==> src/rtl/scheduler_acc_lookup_pkg.sv <==
// Shared OmpSs manager constants: table depth, scheduling-data field positions
// and the lookup FSM encoding.
package scheduler_acc_lookup_pkg;
  localparam int MAX_ACCS = 16;
  localparam int ACC_BITS = $clog2(MAX_ACCS);

  localparam int SCHED_DATA_ACCID_L     = 0;
  localparam int SCHED_DATA_COUNT_L     = 8;
  localparam int SCHED_DATA_TASK_TYPE_L = 16;
  localparam int SCHED_DATA_TASK_TYPE_H = 49;
  localparam int SCHED_DATA_W           = SCHED_DATA_TASK_TYPE_H + 1;
  localparam int TASK_W = SCHED_DATA_TASK_TYPE_H - SCHED_DATA_TASK_TYPE_L + 1;

  localparam logic [ACC_BITS-1:0] INS_NUM_ANY = '1;

  typedef enum logic [1:0] {
    S_IDLE,
    S_ISSUE,
    S_COMPARE,
    S_RESPOND
  } state_t;
endpackage

==> src/rtl/scheduler_rr_table.sv <==
// Per-table-index round-robin counters; the selected counter wraps to zero
// after reaching the entry's instance count.
module scheduler_rr_table #(
  parameter int DEPTH = scheduler_acc_lookup_pkg::MAX_ACCS,
  parameter int W     = scheduler_acc_lookup_pkg::ACC_BITS
) (
  input  logic         clk,
  input  logic         rst,
  input  logic [W-1:0] idx,
  input  logic         we,
  input  logic [W-1:0] count,
  output logic [W-1:0] rr_val
);
  logic [W-1:0] rr_q [DEPTH];
  logic [W-1:0] rr_d [DEPTH];

  assign rr_val = rr_q[idx];

  always_comb begin
    rr_d = rr_q;
    if (we) begin
      rr_d[idx] = (rr_q[idx] == count) ? '0 : rr_q[idx] + 1'b1;
    end
  end

  always_ff @(posedge clk or posedge rst) begin
    if (rst) begin
      for (int i = 0; i < DEPTH; i++) rr_q[i] <= '0;
    end else begin
      rr_q <= rr_d;
    end
  end
endmodule

==> src/rtl/scheduler_acc_lookup.sv <==
// Scans the scheduling-data table for a task type and resolves a concrete
// accelerator ID, either the requested instance or the next round-robin one.
module scheduler_acc_lookup
  import scheduler_acc_lookup_pkg::*;
#(
  parameter int MAX_ACCS = scheduler_acc_lookup_pkg::MAX_ACCS,
  parameter int ACC_BITS = $clog2(MAX_ACCS)
) (
  input  logic                    ap_clk,
  input  logic                    ap_rst,
  input  logic [ACC_BITS:0]       num_entries,
  input  logic                    req_valid,
  output logic                    req_ready,
  input  logic [TASK_W-1:0]       req_task_type,
  input  logic [ACC_BITS-1:0]     req_ins_num,
  output logic                    rsp_valid,
  input  logic                    rsp_ready,
  output logic                    rsp_found,
  output logic [ACC_BITS-1:0]     rsp_acc_id,
  output logic [ACC_BITS-1:0]     scheduleData_address0,
  output logic                    scheduleData_ce0,
  input  logic [SCHED_DATA_W-1:0] scheduleData_q0,
  output state_t                  dbg_state
);
  // Handshakes: a transfer happens on a rising edge where valid && ready;
  // the producer holds its payload stable until that edge.
  state_t              state_q, state_d;
  logic [ACC_BITS-1:0] idx_q, idx_d;
  logic [TASK_W-1:0]   task_q, task_d;
  logic [ACC_BITS-1:0] ins_q, ins_d;
  logic                found_q, found_d;
  logic [ACC_BITS-1:0] acc_q, acc_d;

  logic [ACC_BITS-1:0] entry_accid, entry_count, rr_val;
  logic [TASK_W-1:0]   entry_type;
  logic                rr_we, is_last;
  logic                unused_q0;

  assign entry_accid = scheduleData_q0[SCHED_DATA_ACCID_L +: ACC_BITS];
  assign entry_count = scheduleData_q0[SCHED_DATA_COUNT_L +: ACC_BITS];
  assign entry_type  = scheduleData_q0[SCHED_DATA_TASK_TYPE_H:SCHED_DATA_TASK_TYPE_L];
  // Padding bits between the narrow ID fields carry no information.
  assign unused_q0   = ^scheduleData_q0;
  assign is_last     = ({1'b0, idx_q} == (num_entries - 1'b1));

  scheduler_rr_table #(
    .DEPTH(MAX_ACCS),
    .W    (ACC_BITS)
  ) u_rr (
    .clk   (ap_clk),
    .rst   (ap_rst),
    .idx   (idx_q),
    .we    (rr_we),
    .count (entry_count),
    .rr_val(rr_val)
  );

  always_comb begin
    state_d = state_q;
    idx_d   = idx_q;
    task_d  = task_q;
    ins_d   = ins_q;
    found_d = found_q;
    acc_d   = acc_q;
    rr_we   = 1'b0;
    case (state_q)
      S_IDLE: begin
        if (req_valid) begin
          task_d = req_task_type;
          ins_d  = req_ins_num;
          if (num_entries == '0) begin
            found_d = 1'b0;
            acc_d   = '0;
            state_d = S_RESPOND;
          end else begin
            // idx doubles as the read address, so it only moves on entry to ISSUE.
            idx_d   = '0;
            state_d = S_ISSUE;
          end
        end
      end
      S_ISSUE: state_d = S_COMPARE;
      S_COMPARE: begin
        if (entry_type == task_q) begin
          state_d = S_RESPOND;
          if (ins_q == ACC_BITS'(INS_NUM_ANY)) begin
            acc_d   = entry_accid + rr_val;
            found_d = 1'b1;
            rr_we   = 1'b1;
          end else if (ins_q > entry_count) begin
            acc_d   = '0;
            found_d = 1'b0;
          end else begin
            acc_d   = entry_accid + ins_q;
            found_d = 1'b1;
          end
        end else if (is_last) begin
          acc_d   = '0;
          found_d = 1'b0;
          state_d = S_RESPOND;
        end else begin
          idx_d   = idx_q + 1'b1;
          state_d = S_ISSUE;
        end
      end
      S_RESPOND: if (rsp_ready) state_d = S_IDLE;
      default:   state_d = S_IDLE;
    endcase
  end

  always_ff @(posedge ap_clk or posedge ap_rst) begin
    if (ap_rst) begin
      state_q <= S_IDLE;
      idx_q   <= '0;
      task_q  <= '0;
      ins_q   <= '0;
      found_q <= 1'b0;
      acc_q   <= '0;
    end else begin
      state_q <= state_d;
      idx_q   <= idx_d;
      task_q  <= task_d;
      ins_q   <= ins_d;
      found_q <= found_d;
      acc_q   <= acc_d;
    end
  end

  assign req_ready             = (state_q == S_IDLE);
  assign rsp_valid             = (state_q == S_RESPOND);
  assign scheduleData_ce0      = (state_q == S_ISSUE);
  assign scheduleData_address0 = idx_q;
  assign rsp_found             = found_q;
  assign rsp_acc_id            = acc_q;
  assign dbg_state             = state_q;
endmodule

==> config.mk <==
export PLATFORM = sky130hd
export DESIGN_NAME = scheduler_acc_lookup
export DESIGN_NICKNAME = d
export VERILOG_FILES = /design/src/rtl/scheduler_acc_lookup_pkg.sv /design/src/rtl/scheduler_rr_table.sv /design/src/rtl/scheduler_acc_lookup.sv
export SDC_FILE = /design/constraint.sdc
export NUM_CORES = 1
export LEC_CHECK = 0
export CAP_MARGIN = 15
export CORE_MARGIN = 10
export CORE_UTILIZATION = 40
export CTS_CLUSTER_DIAMETER = 80
export DETAILED_ROUTE_END_ITERATION = 8
export PLACE_DENSITY = 0.73
export SLEW_MARGIN = 20
export SYNTH_ARGS = -nofsm -noshare
export SYNTH_HDL_FRONTEND = slang
export SYNTH_HIERARCHICAL = 1
export SYNTH_SLANG_ARGS = --single-unit
==> constraint.sdc <==
create_clock -name ap_clk -period 7.6 [get_ports ap_clk]
set_clock_uncertainty 0.05 [all_clocks]
set_input_delay 1.14 -clock ap_clk [delete_from_list [all_inputs] [get_ports ap_clk]]
set_output_delay 1.14 -clock ap_clk [all_outputs]
set_load 0.02 [all_outputs]
# After elaboration in Yosys (flattened, before gate mapping)

Index checks and enable logic that the tools add are counted.

Add/sub/neg operators: 5
$lt $le $gt $ge: 3
Equality and inequality tests: 14
Multiplexer cells: 35
Bitwise operators: 1
Reduce and logical (&&, ||, !) cells: 8

Operators with widths:

| cell                | number |
|---|---|
| $bwmux 64           | 1 |
| $mux 4              | 14 |
| $eq 34x34->1        | 1 |
| $bmux 4 s4          | 1 |
| $demux 4 s4         | 1 |
| $pmux 4 s2          | 2 |
| $mux 2              | 5 |
| $mux 1              | 9 |
| $add 4x1->4 const B | 2 |
| $add 4x4->4         | 2 |
| $ne 2x2->1 const B  | 4 |
| $pmux 2 s4          | 1 |
| $eq 4x5->1          | 1 |
| $ge 5x5->1 const B  | 1 |
| $logic_not 5->1     | 1 |
| $lt 5x1->1 const B  | 1 |
| $not 4->5           | 1 |
| $reduce_and 5->1    | 1 |
| $sub 5x1->5 const B | 1 |
| $eq 2x2->1 const B  | 2 |
| $eq 4x4->1          | 1 |
| $eq 4x4->1 const B  | 1 |
| $gt 4x4->1          | 1 |
| $ne 2x1->1 const B  | 2 |
| 8 further kinds     | 9 |

Register bits: 113
Input port bits: 97
Output and inout bits: 14

# Logic depth before layout (Yosys ltp)

Word-level depth: 8
Mapped depth: 14

# By module

The synthesis kept the hierarchy.

By module, submodules not included:

| module               | instances | cells an instance | area an instance (µm²) | seq. area each (µm²) |
|---|---|---|---|---|
| scheduler_rr_table   | 1         | 309               | 3380.7                 | 1601.5 |
| scheduler_acc_lookup | 1         | 249               | 2830.2                 | 1226.2 |

# Least setup slack after synthesis

OpenSTA, ideal clock, no wires.

Path type: reg2reg
From: register idx_q[1], in the netlist scheduleData_address0[1]
To: register u_rr/rr_q[49] (netlist name)
Library setup time: 0.146 ns
Arrival: 3.404 ns
Slack: 4.000 ns
Cell stages (with the launch flop): 12
Clock period less this slack: 3.600 ns
Path through: dfrtp_1 buf_2 buf_2 nor2_1 a2111oi_0 nor2_1 clkinv_1 buf_1 ha_1 inv_1 clkbuf_1 o31ai_1

Word-level cells in the longest chain between the ends: 7
Elaborated cells on any way between the ends: 13
Classes of those cells: add/sub (1); order compare (2); eq/ne (1); mux (7); bitwise (1); reduce/logical (1)

RTL lines:

| element                                          | line                        | source |
|---|---|---|
| start: declaration                               | scheduler_acc_lookup.sv:28  | `logic [ACC_BITS-1:0] idx_q, idx_d;` |
| start signal: assignment                         | scheduler_acc_lookup.sv:121 | `idx_q <= idx_d;` |
| $not 4->5 (*)                                    | -                           |  |
| $bmux 4 s4 (*)                                   | -                           |  |
| $mux 4 (*) (2 in series)                         | -                           |  |
| net rr_val[0]                                    | scheduler_acc_lookup.sv:34  | `logic [ACC_BITS-1:0] entry_accid, entry_count, rr_val;` |
| $add 4x1->4 / $eq 4x4->1 (equally long branches) | scheduler_rr_table.sv:22    | `rr_d[idx] = (rr_q[idx] == count) ? '0 : rr_q[idx] + 1'b1;` |
| $mux 4 (*)                                       | scheduler_rr_table.sv:22    |  |
| $bwmux 64 (*)                                    | scheduler_rr_table.sv:22    |  |
| end signal: assignment                           | scheduler_rr_table.sv:30    | `rr_q <= rr_d;` |
| end: declaration                                 | scheduler_rr_table.sv:14    | `logic [W-1:0] rr_q [DEPTH];` |

The timed path passes the listed nets; every way through them passes the cells marked *. The select of a mux whose other input is x is not followed.
A chain may end at the register's enable or synchronous reset.

# Worst setup path after layout

From: input scheduleData_q0[32]
To: register u_rr/rr_q[51] (netlist name)

Word-level cells in the longest chain between the ends: 3

RTL lines:

| element            | line                       | source |
|---|---|---|
| start: declaration | scheduler_acc_lookup.sv:22 | `input logic [SCHED_DATA_W-1:0] scheduleData_q0,` |
| $eq 34x34->1       | scheduler_acc_lookup.sv:84 | `if (entry_type == task_q) begin` |
| $mux 1             | scheduler_acc_lookup.sv:84 |  |
| $mux 1             | scheduler_acc_lookup.sv:66 | `case (state_q)` |
| net rr_we          | scheduler_acc_lookup.sv:36 | `logic rr_we, is_last;` |

The timed path passes the listed nets, and every way through them passes these cells.

==> key figures <==
Clock tree
  • H-tree depth: 4
  • Cts repair resizes: 0
  • Worst skew pair latency: 0.42 ns
  • Post CTS Setup Buffer Count: 0
  • CTS Hold Buffers Added: 0
  • Max Root-Sink Buffers: 2
  • CTS buffer count: 17
  • CTS clk-pin slew, worst paths: approximately 0.05 ns
  • CTS tree: done
  • Root buf cell: clkbuf_16
  • Clock Sinks: between 100 and 150

Power and ir drop
  • Switching power: between 1 and 1.5 mW
  • Power Total: roughly 2.9 mW
  • Net Sw Frac: 36.2%
  • Combinational Power Share: between 30% and 40%
  • Seq pwr share: a little over 30%
  • Pwr dens: ~360 mW/mm²
  • Pint: between 1.5 and 2 mW
  • Maximum vdd drop: roughly 0.29 mV
  • Clk pwr share: 31.2%
  • Pleak: about 3.4 nW

Synth
  • Commonest register cell after synthesis: dfrtp_1
  • EDFF count, synth: 0
  • Main combinational cell family by area after synthesis: compound AO/OA/AOI/OAI gates
  • Synth Area in Adders: ~3.3%
  • Top cell type's share of synthesized area: roughly 46%
  • Post-synthesis compound-gate area fraction: 15.7%
  • Post-synth ARST share: 100%
  • Syn Inst Count: ~560
  • Syn_area_per_cell: 11.1 µm²
  • Post-Synth XOR/XNOR Area: 6.91%
  • Synth warn: 6
  • Yosys reg bits: 113
  • Mux cell area share after synthesis: between 10% and 20%
  • Simple-gate share of the synthesized area: 12.6%
  • Seq/Total Area, Yosys: a little under half
  • Synth unique cells: 62
  • Synth area leader: dfrtp_1
  • Synthesized Nets: 670
  • Synth top area cells: dfrtp_1 (46%), mux2_2 (8.2%), o31ai_1 (5.9%)
  • Synthesized area: just over 0.006 mm²

Cells and area
  • # nets final: 773
  • Area taken by multi-input logic gates: between 0.003 and 0.004 mm²
  • Syn-to-layout area delta: 29.4%
  • Post-layout instance area: around 0.008 mm²
  • Share of layout cells above drive strength 1: a little under a fifth
  • Ant. Diodes: 0
  • Register area: 0.00283 mm²
  • Filler cell count: ~1300
  • Fin util: 52.9%

STA
  • Final Critical Period: about 4.5 ns
  • FMAX: 0.221 GHz
  • Slew Viols, Final: 0
  • Hold Vio Cnt, Final: 0
  • # setup viols final: 0
  • RSZ-0062 raised after global routing: false
  • Worst hold margin: roughly 0.42 ns
  • TNS Setup: 0 ns
  • Worst rel slew slack: between 20% and 30%
  • Worst-Margin Slew: 1.06 ns
  • Tcrit/Tclk final: roughly three fifths

Drt
  • WL/cell: roughly 18 µm
  • Initial DRC count: approximately 370
  • Number of remaining DRC errors: 0
  • Post-detailed-routing wire length: 15.8 mm
  • DRT Pass-1 Iters: 5
  • Post-route antenna net violation count: 0
  • Vias: ~4800
  • Vias per inst: approximately 5.5

Hold path
  • Class of the worst hold path: flop to flop
  • HP Start: u_rr/rr_q[44]
  • Hold depth: 2
  • Worst Hold End: u_rr/rr_q[44]

Worst setup path
  • Cell Chain, Critical Path: clkdlybuf4s50_1, xor2_1, nor4_1, nand4_1, nor3_1, nand2_1, nor2_1, nor3b_1, nand3_1, o31ai_1
  • Bufs and invs on worst path: 1
  • Slowest stage delay, CP: 0.60 ns
  • R2R Path End: u_rr/rr_q[30]
  • Startpoint types: input pin
  • Worst-path cell with the longest stage delay: nor3_1
  • Delay-heaviest family, CP: simple AND/OR/NAND/NOR gates
  • Flop2flop setup slack: between 3 and 4 ns
  • Worst Path Arrival: between 4 and 5 ns
  • Worst reg2reg startpoint: scheduleData_address0[2]
  • Critical Path RT: between 7 and 8 ns
  • CP max FO: 8
  • R2R cell count: 8
  • Kind of critical path: input pin to flop
  • CP endpoint kind: flop

Run status
  • Status: finished, final reports clean

Place
  • Buffers on Ports: a little over 100
  • Gpl congestion: 0.862
  • DP HPWL: around 11 mm
  • Post-Place Cell Area: ~0.0074 mm²

Floorplanning
  • Die H: 145 µm
  • Row cnt: 45
  • Ports: 111
  • Initial Util: 40.9%
  • Core Area: roughly 0.015 mm²
  • Die ar.: 0.0209 mm²
  • Die Wd: 145 µm

Global routing
  • Total congestion overflow: 0
  • GR Util All Layers: roughly 16%
  • Largest net degree at the start of global routing: 65
  • Initial antenna violation count: 0
  • Number of global-route vias before repair: 5071
  • Global-route wire length before repair: roughly 26 mm

Flow run
  • MaxCap Viol Count: 0
-- worst max-delay path by stage --
stage / startpoint / cells after the start / end
CTS: scheduleData_q0[32] / 10 / u_rr/rr_q[49]
floorplan: scheduleData_address0[1] / 11 / u_rr/rr_q[49]
global route: scheduleData_q0[32] / 10 / u_rr/rr_q[48]
global placement: scheduleData_q0[32] / 10 / u_rr/rr_q[51]
finish: scheduleData_q0[32] / 10 / u_rr/rr_q[51]
detailed placement: scheduleData_q0[32] / 10 / u_rr/rr_q[49]
-- area by class of cell --
cell class | count | area share (%)
Inverter | 13 | 0.607
Tap cell | 188 | 2.93
Clock inverter | 12 | 2.62
Sequential cell | 113 | 35.2
Timing Repair Buffer | 109 | 13.4
Multi-Input combinational cell | 407 | 39.6
Clock buffer | 20 | 5.68
-- cell usage in the layout (no fill, tap or decap), types with 4 or more instances in the layout --
cell             count
mux2_2              45
a211oi_1             4
xnor2_1             11
o21ai_0              7
o31ai_1             49
bufinv_16            6
nand4_1              5
nor4_1               9
nand3_1              5
clkinv_2             6
o31ai_2             19
buf_4                7
ha_1                13
inv_1               10
clkdlybuf4s50_1    102
nor2b_1              9
nor2_1              22
a21oi_1              7
o22ai_1              4
mux4_2               8
xor2_1              37
nand2_1             92
clkbuf_16           17
nor3_1               8
dfrtp_1            113
-- routing by layer --
| layer | global-route usage (%) | vias up | share of wire (%) |
|---|---|---|---|
| met2 | 25.1 | 189 | 47 |
| met1 | 17.9 | 2313 | 40 |
| li1 | - | 2248 | - |
| met4 | 6.86 | 0 | 2.3 |
| met3 | 8.07 | 28 | 10 |
| met5 | 0 | - | 0 |
-- registers in the layout, indices dropped and copies added (netlist names) --
register               count
task_q                    34
ins_q                      4
u_rr/rr_q                 64
rsp_acc_id                 4
scheduleData_address0      4
rsp_found                  1
dbg_state                  2
-- worst register-to-register path: cells and delay by family, from the launching register on --
kind,cells,cell delay [ns]
mux,1,0.69
fa+ha+maj,1,0.51
flops,1,0.94
xor+xnor,1,0.81
simple gates,2,0.28
compound gates,2,0.27
buf+inv,1,0.56
-- cell usage after synthesis, drive strengths merged (8+ instances only) --
cell type	instances
o21ai	9
o31ai	68
xnor2	12
nor2b	9
dfrtp	113
nor4	9
nor2	23
inv	12
mux4	10
buf	17
nand2	92
clkbuf	8
ha	13
mux2	45
nor3	8
xor2	37
-- per-stage QoR --
stage                     setup WS, ns  std cells
final                             3.08        862
after global routing              2.84        862
after CTS                         3.18        862
after detailed placement          2.80        830
after global placement            2.81        830
after floorplan                   4.00        558
-- power groups by stage --
stage | registers, mW | clock network, mW | logic, mW
2_1_floorplan | 0.836 | 0 | 0.847
3_3_place_gp | 0.870 | 0 | 1.07
3_5_place_dp | 0.878 | 0 | 1.11
4_1_cts | 0.869 | 0.912 | 1.11
5_1_grt | 0.888 | 0.943 | 1.22
6_report | 0.868 | 0.900 | 1.11
-- cells by family (layout without fill, tap and decap cells) --
family / Yosys count / count (layout)
xor gates and xnor gates: 49 / 49
DFF: 113 / 113
AOI/OAI and AO/OA: 115 / 115
muxes: 58 / 58
buffers and inverters: 38 / 154
adders and majority gates: 15 / 15
and+or+nand+nor: 170 / 170
(Power assumes the default switching activity.)
